**config.mk**
```make
export PLATFORM = sky130hd
export DESIGN_NAME = ariane_axi_mem_responder
export DESIGN_NICKNAME = d
export VERILOG_FILES = /design/src/rtl/ariane_axi_mem_responder.sv
export SDC_FILE = /design/constraint.sdc
export NUM_CORES = 1
export LEC_CHECK = 0
export ABC_AREA = 1
export CAP_MARGIN = 20
export CORE_AREA = 5 5 200 202
export CTS_BUF_LIST = sky130_fd_sc_hd__clkbuf_8
export DETAILED_ROUTE_END_ITERATION = 8
export DIE_AREA = 0 0 205 207
export SYNTH_ARGS = -nofsm -noshare
export SYNTH_HDL_FRONTEND = slang
export SYNTH_SLANG_ARGS = --single-unit
```
**constraint.sdc**
```tcl
create_clock -name clk_i -period 2 [get_ports clk_i]
set_clock_uncertainty 0.15 [all_clocks]
set_input_delay 0.2 -clock clk_i [delete_from_list [all_inputs] [get_ports clk_i]]
set_output_delay 0.2 -clock clk_i [all_outputs]
set_load 0.01 [all_outputs]
```
**src/rtl/ariane_axi_mem_responder.sv**
```systemverilog
// ariane_axi_mem_responder: AXI4 subordinate serving one burst at a time from a 1-cycle-latency single-port SRAM
package ariane_axi;
  localparam int unsigned AddrWidth = 64;
  localparam int unsigned DataWidth = 64;
  localparam int unsigned IdWidth   = 4;
  localparam int unsigned UserWidth = 1;
  typedef struct packed {
    logic [IdWidth-1:0]   id;
    logic [AddrWidth-1:0] addr;
    logic [7:0]           len;
    logic [2:0]           size;
    logic [1:0]           burst;
    logic                 lock;
    logic [3:0]           cache;
    logic [2:0]           prot;
    logic [3:0]           qos;
    logic [3:0]           region;
    logic [5:0]           atop;
    logic [UserWidth-1:0] user;
  } aw_chan_t;
  typedef struct packed {
    logic [DataWidth-1:0]   data;
    logic [DataWidth/8-1:0] strb;
    logic                   last;
    logic [UserWidth-1:0]   user;
  } w_chan_t;
  typedef struct packed {
    logic [IdWidth-1:0]   id;
    logic [1:0]           resp;
    logic [UserWidth-1:0] user;
  } b_chan_t;
  typedef struct packed {
    logic [IdWidth-1:0]   id;
    logic [AddrWidth-1:0] addr;
    logic [7:0]           len;
    logic [2:0]           size;
    logic [1:0]           burst;
    logic                 lock;
    logic [3:0]           cache;
    logic [2:0]           prot;
    logic [3:0]           qos;
    logic [3:0]           region;
    logic [UserWidth-1:0] user;
  } ar_chan_t;
  typedef struct packed {
    logic [IdWidth-1:0]   id;
    logic [DataWidth-1:0] data;
    logic [1:0]           resp;
    logic                 last;
    logic [UserWidth-1:0] user;
  } r_chan_t;
  typedef struct packed {
    aw_chan_t aw;
    logic     aw_valid;
    w_chan_t  w;
    logic     w_valid;
    logic     b_ready;
    ar_chan_t ar;
    logic     ar_valid;
    logic     r_ready;
  } req_t;
  typedef struct packed {
    logic    aw_ready;
    logic    ar_ready;
    logic    w_ready;
    logic    b_valid;
    b_chan_t b;
    logic    r_valid;
    r_chan_t r;
  } resp_t;
endpackage

module ariane_axi_mem_responder #(
  parameter int unsigned AxiAddrWidth = 64,
  parameter int unsigned AxiDataWidth = 64,
  parameter int unsigned AxiIdWidth   = 4,
  parameter int unsigned AxiUserWidth = 1,
  parameter type         axi_req_t    = ariane_axi::req_t,
  parameter type         axi_rsp_t    = ariane_axi::resp_t,
  parameter int unsigned MemAddrWidth = 16
) (
  input  logic                      clk_i,
  input  logic                      rst_ni,
  input  axi_req_t                  axi_req_i,
  output axi_rsp_t                  axi_resp_o,
  output logic                      mem_req_o,
  output logic                      mem_we_o,
  output logic [MemAddrWidth-1:0]   mem_addr_o,
  output logic [AxiDataWidth-1:0]   mem_wdata_o,
  output logic [AxiDataWidth/8-1:0] mem_be_o,
  input  logic [AxiDataWidth-1:0]   mem_rdata_i
);
  localparam int unsigned Off = $clog2(AxiDataWidth / 8);
  typedef enum logic [2:0] {Idle, WrData, WrResp, RdAddr, RdData} state_e;
  typedef enum logic {PrioWrite, PrioRead} prio_e;
  state_e                  state_q, state_d;
  prio_e                   prio_q, prio_d;
  logic [AxiIdWidth-1:0]   id_q, id_d;
  logic [AxiAddrWidth-1:0] addr_q, addr_d;
  logic [7:0]              len_q, len_d;
  logic [7:0]              beat_q, beat_d;
  logic [2:0]              size_q, size_d;
  logic [1:0]              burst_q, burst_d;
  logic                    err_q, err_d;
  logic                    fresh_q, fresh_d;
  logic [AxiDataWidth-1:0] rdata_q, rdata_d;
  logic                    grant_w, grant_r, last_beat;
  logic [AxiAddrWidth-1:0] next_addr;
  logic [1:0]              resp;
  logic                    unused_req;
  // Only the handshake-relevant request fields drive logic; the rest are intentionally ignored.
  assign unused_req = ^axi_req_i;
  function automatic logic is_err(input logic [1:0] burst, input logic [2:0] size);
    return burst == 2'b10 || 32'(size) > Off;
  endfunction
  assign last_beat = beat_q == len_q;
  assign next_addr = burst_q == 2'b01 ? addr_q + (AxiAddrWidth'(1) << size_q) : addr_q;
  assign resp      = err_q ? 2'b10 : 2'b00;
  assign grant_w   = axi_req_i.aw_valid && (!axi_req_i.ar_valid || prio_q == PrioWrite);
  assign grant_r   = axi_req_i.ar_valid && !grant_w;
  always_comb begin
    state_d     = state_q;
    prio_d      = prio_q;
    id_d        = id_q;
    addr_d      = addr_q;
    len_d       = len_q;
    beat_d      = beat_q;
    size_d      = size_q;
    burst_d     = burst_q;
    err_d       = err_q;
    fresh_d     = 1'b0;
    rdata_d     = fresh_q ? mem_rdata_i : rdata_q;
    axi_resp_o  = '0;
    mem_req_o   = 1'b0;
    mem_we_o    = 1'b0;
    mem_addr_o  = addr_q[MemAddrWidth+Off-1:Off];
    mem_wdata_o = axi_req_i.w.data;
    mem_be_o    = axi_req_i.w.strb;
    axi_resp_o.b.id   = id_q;
    axi_resp_o.b.resp = resp;
    axi_resp_o.b.user = {AxiUserWidth{1'b0}};
    axi_resp_o.r.id   = id_q;
    axi_resp_o.r.resp = resp;
    axi_resp_o.r.last = last_beat;
    axi_resp_o.r.user = {AxiUserWidth{1'b0}};
    // The first RD_DATA cycle forwards the SRAM output directly; later cycles replay the captured copy.
    axi_resp_o.r.data = err_q ? '0 : (fresh_q ? mem_rdata_i : rdata_q);
    case (state_q)
      Idle: begin
        axi_resp_o.aw_ready = grant_w;
        axi_resp_o.ar_ready = grant_r;
        if (axi_req_i.aw_valid && axi_req_i.ar_valid) prio_d = grant_w ? PrioRead : PrioWrite;
        if (grant_w) begin
          id_d    = axi_req_i.aw.id;
          addr_d  = axi_req_i.aw.addr;
          len_d   = axi_req_i.aw.len;
          size_d  = axi_req_i.aw.size;
          burst_d = axi_req_i.aw.burst;
          err_d   = is_err(axi_req_i.aw.burst, axi_req_i.aw.size);
          beat_d  = '0;
          state_d = WrData;
        end else if (grant_r) begin
          id_d    = axi_req_i.ar.id;
          addr_d  = axi_req_i.ar.addr;
          len_d   = axi_req_i.ar.len;
          size_d  = axi_req_i.ar.size;
          burst_d = axi_req_i.ar.burst;
          err_d   = is_err(axi_req_i.ar.burst, axi_req_i.ar.size);
          beat_d  = '0;
          state_d = RdAddr;
        end
      end
      WrData: begin
        axi_resp_o.w_ready = 1'b1;
        mem_req_o          = axi_req_i.w_valid && !err_q;
        mem_we_o           = 1'b1;
        if (axi_req_i.w_valid) begin
          addr_d  = next_addr;
          beat_d  = beat_q + 8'd1;
          state_d = last_beat ? WrResp : WrData;
        end
      end
      WrResp: begin
        axi_resp_o.b_valid = 1'b1;
        state_d            = axi_req_i.b_ready ? Idle : WrResp;
      end
      RdAddr: begin
        mem_req_o = !err_q;
        fresh_d   = 1'b1;
        state_d   = RdData;
      end
      RdData: begin
        axi_resp_o.r_valid = 1'b1;
        if (axi_req_i.r_ready) begin
          addr_d  = last_beat ? addr_q : next_addr;
          beat_d  = last_beat ? beat_q : beat_q + 8'd1;
          state_d = last_beat ? Idle : RdAddr;
        end
      end
      default: state_d = Idle;
    endcase
  end
  always_ff @(posedge clk_i or negedge rst_ni) begin
    if (!rst_ni) begin
      state_q <= Idle;
      prio_q  <= PrioWrite;
      id_q    <= '0;
      addr_q  <= '0;
      len_q   <= '0;
      beat_q  <= '0;
      size_q  <= '0;
      burst_q <= '0;
      err_q   <= 1'b0;
      fresh_q <= 1'b0;
      rdata_q <= '0;
    end else begin
      state_q <= state_d;
      prio_q  <= prio_d;
      id_q    <= id_d;
      addr_q  <= addr_d;
      len_q   <= len_d;
      beat_q  <= beat_d;
      size_q  <= size_d;
      burst_q <= burst_d;
      err_q   <= err_d;
      fresh_q <= fresh_d;
      rdata_q <= rdata_d;
    end
  end
endmodule
```
After elaboration in Yosys (flattened, before gate mapping) --
Index checks and enable logic that the tools add are counted.
Storage, ports and cells: bits in registers 159, bits in latches 0, RAM bits 0, memory bits (read-only) 0, input bits 347, output and inout port bits 174, logic and storage cells 87, memories 0
Cells by class: add/subtract/negate cells 2, $mul 0, divide/modulo/power cells 0, $lt $le $gt $ge 2, equality and inequality tests 12, shift operators 1, mux-type cells 41, bitwise gates (word level) 1, reduce and logical (&&, ||, !) cells 17
Operators by type and width (count):
- 2-to-1 mux 64 bit | 8
- one-hot mux 64 bit (3 select lines) | 1
- adder 64 bit | 1
- << shifter 1 x 3 -> 64 bit (first input constant) | 1
- 2-to-1 mux 8 bit | 7
- one-hot mux 8 bit (3 select lines) | 1
- 2-to-1 mux 3 bit | 6
- one-hot mux 3 bit (5 select lines) | 1
- 2-to-1 mux 2 bit | 7
- adder 8 x 1 -> 8 bit (second input constant) | 1
- equality test 8 bit | 1
- 2-to-1 mux 4 bit | 2
- 2-to-1 mux 1 bit | 7
- equality test 3 x 2 -> 1 bit (second input constant) | 2
- greater-than comparator 3 x 2 -> 1 bit (second input constant) | 2
- != test 2 bit (second input constant) | 3
- AND reduction 5 bit | 1
- equality test 2 bit (second input constant) | 2
- logical AND 1 bit | 4
- AND reduction 2 bit | 2
- equality test 3 x 1 -> 1 bit (second input constant) | 1
- equality test 3 bit (second input constant) | 1
- logical NOT 1 bit | 3
- logical NOT 3 bit | 1
- 8 further kinds | 10

Depth between registers and ports, before layout --
Gate-level depths: netlist of run 1.
word-level depth 8, gate-level depth with buffers 15, mapped depth without buffers 15

Worst setup path before layout of run 1 --
Ideal clock, no wire load.
kind flip-flop to flip-flop, start point register size_q[1], end point register addr_q[16], library setup time 117 ps, arrival time 1932 ps, data required time 1733 ps, slack -198 ps, stages on the path, launching flop included 15, path buffers 0, clock period less this slack 2198 ps, path through dfrtp_1 > nor3_1 > ha_1 > inv_1 > fa_1 > inv_1 > nand3_1 > nand3_1 > nand2_1 > nand2_1 > nand3_1 > nand3_1 > nand2_1 > nand2_1 > nand2_1
On the way: longest elaborated chain between the ends 6, elaborated cells between the ends (all ways) 7, those cells by class add/sub: 1; shift: 1; mux: 5
RTL lines:
- start: declaration | line 102 | logic [2:0] size_q, size_d;
- start signal: assignment | line 223 | size_q <= size_d;
- << shifter 1 x 3 -> 64 bit * | line 117 | assign next_addr = burst_q == 2'b01 ? addr_q + (AxiAddrWidth'(1) << size_q) : addr_q;
- adder 64 bit * | line 117
- 2-to-1 mux 64 bit * | line 117
- 2-to-1 mux 64 bit | line 195 | addr_d = last_beat ? addr_q : next_addr;
- 2-to-1 mux 64 bit | line 194 | if (axi_req_i.r_ready) begin
- one-hot mux 64 bit (3 select lines) * | line 148 | case (state_q)
- end signal: assignment | line 220 | addr_q <= addr_d;
- end: declaration | line 99 | logic [AxiAddrWidth-1:0] addr_q, addr_d;
Mark *: on every way between the ends. The rest lies on a longest branch, timed or not. The select of a mux whose other input is x is not followed. A chain may end at the register's enable or synchronous reset.

Worst setup path in the final report of run 1 --
start point register size_q[1], end point register addr_q[18]
The elaborated chain is that of the path after synthesis.

==> metrics, run 1 <==
status=finished with violations; failing checks=negative setup slack; Worst setup SP type=flip-flop; Diodes inserted=0; slack of the critical path=-0.3082 ns; Routed Antenna Nets=0; Initial Util=0.1907; area grow syn2layout=84.39%; Critical R2R Capture=addr_q[18]$_DFFE_PN0P_; H-Tree Depth=4; vias in the first global route=7996; global-route wire length before repair=44.95 mm; largest net degree at the start of global routing=69; sequential power share=0.211; root buf cell=clkbuf_8; Min Hold Slack=0.1393 ns; Wirelength per Cell=17.02 um; Required @ worst endpoint=2.21 ns; IO Port Bufs=240; Async S/R FF share, synth=1.000; sequential cell area fraction in the yosys report=0.3925; Seq cells post-synth=114; I/O pin cnt=521; TritonCTS clock tree=built; die footprint=42440 um2; VDD IR max=581.8 uV; fin crit share=1.154; Routability Congestion=0.8644; final design utilization=0.3517; vias=8103; share of layout cells above drive strength 1=0.4555; Routed WL=32.55 mm; Unique masters post-synth=38; worst skew pair latency=0.47 ns; clk sinks=114; Worst setup EP type=flip-flop; Syn Inst Count=1040; Syn Area/Cell=6.989 um2; fmax=433.2 MHz; number of synthesized flops with an enable pin=0; drt initial violations=455; Pre-antenna DRT Iters=5; WS Path Type=reg2reg; fin crit period=2.308 ns; fin. max-slew vios=0; CP arrival=2.52 ns; initial antenna violation count=0; RSZ-0062 raised after global routing=yes; Maximum Capacitance Violations=0; PD cells=1535 nW/um2; number of setup violations in the final report=81; Switching Power=9.242 mW; Chip Width=205 um; clock buffer count from CTS=17; total gr overflow=0; switching part of the total=0.4491; Mapped Area=7268 um2; Clock power frac=0.116; Primary FF master, synth=dfrtp_1; register clock-pin slew on the reported worst setup and hold paths=0.08 ns; P_int=11.33 mW; Die Ht=207 um; Synth warnings=0; Final nets=1740; Clock Tree Buf Depth=2; Combinational Power Share=0.674; RR Startpoint=size_q[1]$_DFFE_PN0P_; r2r setup slk=-0.31 ns; Vias/cell=4.238; area of the core=38110 um2; Worst R2R Path Depth=16; Site Rows=72; GRT Util Overall=0.1346; leakage=6.309 nW; critical path peak fanout=5; DRC=0; DP Wirelength=19.07 mm; HP Class=in2async; final hold vios=0
[cells by family after synthesis]
| group | share of synthesized area |
|---|---|
| compound gates | 0.09726 |
| xor+xnor | 0.01446 |
| fa+ha+maj | 0.01825 |
| buf+inv | 0.1618 |
| flops | 0.3925 |
| other cells | 0.0005159 |
| simple gates | 0.3152 |
[what timing repair did]
item                                   in CTS  in global routing
endpoints found under the hold margin     114                  0
gates cloned                               10                 14
pin swaps                                  58                 78
buffers inserted                           47                 42
setup endpoints to repair                 112                120
gates resized for setup                   488                278
hold buffers                                1                  0
[sequential cells by signal, summed over array words and instances, names as in the netlist, 2 cells and up]
register	cells
addr_q	19
beat_q	8
burst_q	2
id_q	4
len_q	8
rdata_q	64
size_q	3
state_q	3
[synth_stat cells, types with 2 or more instances]
library cell	count	area share
o21ai_0	45	0.031
or2_2	4	0.0034
xnor2_1	7	0.0084
buf_6	2	0.0031
o22ai_1	2	0.0017
nor2_2	2	0.0017
a21oi_1	71	0.049
buf_1	5	0.0026
dfrtp_1	114	0.39
nand4_1	8	0.0069
xor2_1	5	0.0060
nor3_1	13	0.0090
inv_2	5	0.0026
nand2_1	431	0.22
clkbuf_1	23	0.012
inv_1	54	0.028
nand3_1	40	0.028
buf_2	5	0.0034
nor2_4	4	0.0062
nor2_1	55	0.028
ha_1	9	0.015
o21ai_1	15	0.010
buf_4	106	0.11
[final cells by class]
cell class,count,area [um2]
fillers,3886,24700
multi-input cells,731,4767
repair buffers,459,4471
flip-flops and latches,114,2861
well taps,518,648.1
inverters,60,250.2
clock buffers,17,234.0
clock inverters,13,170.2
[critical path, cell delays in order, from the launching register on]
cell and delay [ns]:
dfrtp_1 0.41, buf_6 0.15, buf_12 0.12, nor3_4 0.21
ha_4 0.28, nand2_4 0.13, inv_2 0.05, nand2_2 0.09
nand2_2 0.06, nand2_2 0.08, nand3_4 0.12, nand2_2 0.08
nand2_1 0.05, nand3_1 0.06, nand2_1 0.05, nand2_1 0.05
nand2_1 0.04
[metal layers]
metal / track usage / part of all wire
met5: 0 / 0
met2: 0.2285 / 0.49
met3: 0.04676 / 0.074
met4: 0.04897 / 0.032
met1: 0.1566 / 0.40
[cells in the final DEF (no fill, tap or decap), types with 34 or more instances in the layout]
master,synthesis,final
nand2_1,431,294
clkdlybuf4s50_1,0,164
buf_4,106,143
dfrtp_1,114,107
nand2_2,1,70
nand2_4,1,67
a21oi_2,0,66
buf_2,5,64
nor2_1,55,43
buf_6,2,42
inv_1,54,37
o21ai_0,45,34
[stage by stage]
stage | setup TNS [ns] | cells | cell area (um2) | power (mW) | setup WS [ns]
after floorplan | -0.2122 | 1043 | 7328 | 9.071 | -0.06707
after global placement | -6.122 | 1776 | 10400 | 13.15 | -0.2567
after detailed placement | -7.496 | 1776 | 10400 | 13.31 | -0.3392
after CTS | -5.901 | 1862 | 11830 | 17.61 | -0.2540
after global routing | -16.51 | 1912 | 13400 | 21.89 | -0.4121
final | -8.015 | 1912 | 13400 | 20.58 | -0.3082
[power groups by stage]
stage          logic [mW]  registers [mW]  clock network (mW)
5_1_grt              14.9            4.44                2.55
3_5_place_dp         9.33            3.98                   0
2_1_floorplan        5.22            3.85                   0
3_3_place_gp         9.19            3.96                   0
6_report             13.9            4.33                2.38
4_1_cts              11.1            4.05                2.48
[worst max-delay path by stage]
stage,startpoint,to,slack [ns],cells past startpoint
after global routing,size_q[1]$_DFFE_PN0P_,addr_q[16]$_DFFE_PN0P_,-0.41,14
after floorplan,size_q[2]$_DFFE_PN0P_,addr_q[12]$_DFFE_PN0P_,-0.07,15
final,size_q[1]$_DFFE_PN0P_,addr_q[18]$_DFFE_PN0P_,-0.31,16
after global placement,size_q[0]$_DFFE_PN0P_,addr_q[17]$_DFFE_PN0P_,-0.26,14
after CTS,size_q[1]$_DFFE_PN0P_,addr_q[16]$_DFFE_PN0P_,-0.25,16
after detailed placement,size_q[0]$_DFFE_PN0P_,addr_q[17]$_DFFE_PN0P_,-0.34,14
(Power assumes the default switching activity.)
==> inputs of run 2 (changes only) <==
Settings changed: GPL_ROUTABILITY_DRIVEN set to 0.
==> results of run 2 <==
The final DEF is identical to that of run 1; final timing and power are the same.
==> inputs of run 3 (changes only) <==
Settings changed: CORE_AREA 5 5 200 202 to 5 5 201 203, DIE_AREA 0 0 205 207 to 0 0 206 208.
Clock period 2 ns to 2.8 ns, I/O delays scaled along.
==> run 3 against run 2 <==
  * Sequential power fell by 35%
  * Largest power group unchanged
  * Sequential share of layout area is 7.1 points higher
  * Routed wire length decreased by 26%
  * First-iteration DRC count decreased by 11%
  * Register-to-register slack better by 0.60 ns
  * Final cell count is 11% lower
  * Total power is 49% lower
  * Hold slack gained 0.084 ns
  * The flow now finishes without violations
  * Via count is 16% lower
  * Die area rose by 0.97%
==> metrics, run 3 (synthesis gave the netlist of run 1 again) <==
register clock-pin slew on the reported worst setup and hold paths=0.08 ns; Worst setup SP type=flip-flop; Top Registers=rdata_q x64, addr_q x19; Routed Antenna Nets=0; Die Ht=208 um; area of the core=38290 um2; Post-CTS Setup Inserts=0; final design utilization=0.2620; largest net degree at the start of global routing=67; Hold Startpoint=mem_rdata_i[60]; CP peak stage delay=0.59 ns; r2r setup slk=0.29 ns; setup TNS=0 ns; TritonCTS clock tree=built; DRC=0; fin crit share=0.9302; initial antenna violation count=0; Initial Util=0.1898; IO Port Bufs=240; die footprint=42850 um2; final hold vios=0; CP max stage cell=clkdlybuf4s50_1; Diodes inserted=0; Maximum Capacitance Violations=0; Final nets=1534; commonest non-fill, non-tap cell in the layout=nand2_1; vias in the first global route=6766; fin. max-slew vios=0; PD cells=1050 nW/um2; drt initial violations=407; share of layout cells above drive strength 1=0.06224; worst skew pair latency=0.46 ns; status=complete, no violations; area grow syn2layout=38.03%; clk sinks=114; Largest register FFs=64; RR Startpoint=size_q[1]$_DFFE_PN0P_; I/O pin cnt=521; slew of the pin with the lowest slew margin=0.5914 ns; Slew HR=0.6048; hold depth=3; leakage=4.684 nW; fin crit period=2.605 ns; clock buffer count from CTS=17; Pre-antenna DRT Iters=5; CP arrival=2.17 ns; HP Class=in2reg; global-route wire length before repair=36.93 mm; root buf cell=clkbuf_8; H-Tree Depth=4; final cell count without fillers=1707; placed insts=1674; Chip Width=206 um; Routed WL=24.02 mm; most frequent cells in the layout=430 x nand2_1, 239 x clkdlybuf4s50_1, 112 x dfrtp_1; total gr overflow=0; GRT Util Overall=0.1088; Required @ worst endpoint=2.37 ns; RSZ-0062 raised after global routing=no; Worst R2R Path Depth=14; Site Rows=72; fmax=383.9 MHz; vias=6842; VDD IR max=324.6 uV; WS Path Type=reg2out; number of setup violations in the final report=0; critical path cell sequence=inv_2, buf_12, nand2_1, a21oi_1, clkdlybuf4s50_1; Worst setup EP type=output port; largest register by flop count=rdata_q; Clock Tree Buf Depth=2; Vias/cell=4.008; Critical R2R Capture=addr_q[8]$_DFFE_PN0P_; DP Wirelength=17.59 mm; Hold EP=rdata_q[60]$_DFF_PN0_; Wirelength per Cell=14.07 um; critical path peak fanout=32
## run 3: critical path: cells and delay by family (launching register included)
kind	cells	cell delay [ns]
buffers and inverters	3	0.95
DFF	1	0.43
and+or+nand+nor	1	0.10
AOI/OAI and AO/OA	1	0.22
## run 3: worst max-delay path by stage
stage / start / to
2_1_floorplan: size_q[1]$_DFFE_PN0P_ / addr_q[16]$_DFFE_PN0P_
3_3_place_gp: size_q[1]$_DFFE_PN0P_ / addr_q[8]$_DFFE_PN0P_
3_5_place_dp: size_q[1]$_DFFE_PN0P_ / addr_q[8]$_DFFE_PN0P_
4_1_cts: fresh_q$_DFF_PN0_ / axi_resp_o[11]
5_1_grt: beat_q[2]$_DFFE_PN0P_ / axi_resp_o[1]
6_report: fresh_q$_DFF_PN0_ / axi_resp_o[11]
## run 3: layer usage
metal / share of wire / vias up / global-route usage / wire length, um
met1: 0.43 / 3075 / 0.1344 / 10350
met2: 0.46 / 276 / 0.1737 / 11070
met4: 0.024 / 0 / 0.04176 / 575
met3: 0.084 / 38 / 0.03862 / 2026
met5: 0 / - / 0 / 0
li1: - / 3453 / - / -
## run 3: per-stage QoR
| step | total power, mW | area [um2] | hold WS [ns] | worst slack [ns] |
|---|---|---|---|---|
| final | 10.53 | 10030 | 0.2236 | 0.1953 |
| after global routing | 11.49 | 10030 | 0.2012 | 0.002793 |
| after CTS | 10.69 | 9992 | 0.1674 | 0.07453 |
| after detailed placement | 8.818 | 9537 | 0.1669 | 0.1996 |
| after global placement | 8.726 | 9537 | 0.1584 | 0.2622 |
| after floorplan | 6.445 | 7279 | -0.1656 | 0.6016 |
## run 3: power by group
group          internal, mW  total [mW]  switching, mW
clock network          1.05        1.78          0.727
registers              2.40        2.83          0.431
logic                  2.60        5.92           3.32
total                  6.05        10.5           4.48
## run 3: area by class of cell
| type | count | area, um2 |
|---|---|---|
| Fill cell | 4204 | 28250 |
| Multi-Input combinational cell | 728 | 3266 |
| Sequential cell | 114 | 2855 |
| Timing Repair Buffer | 256 | 2590 |
| Tap cell | 518 | 648.1 |
| Clock buffer | 21 | 289.0 |
| Inverter | 60 | 227.7 |
| Clock inverter | 10 | 156.4 |
## run 3: what timing repair did
| action | 4_1_cts | 5_1_grt |
|---|---|---|
| gates resized for setup | 0 | 6 |
| hold endpoints to repair | 35 | 0 |
| hold buffers | 1 | 0 |
| endpoints found under the setup margin | 0 | 6 |
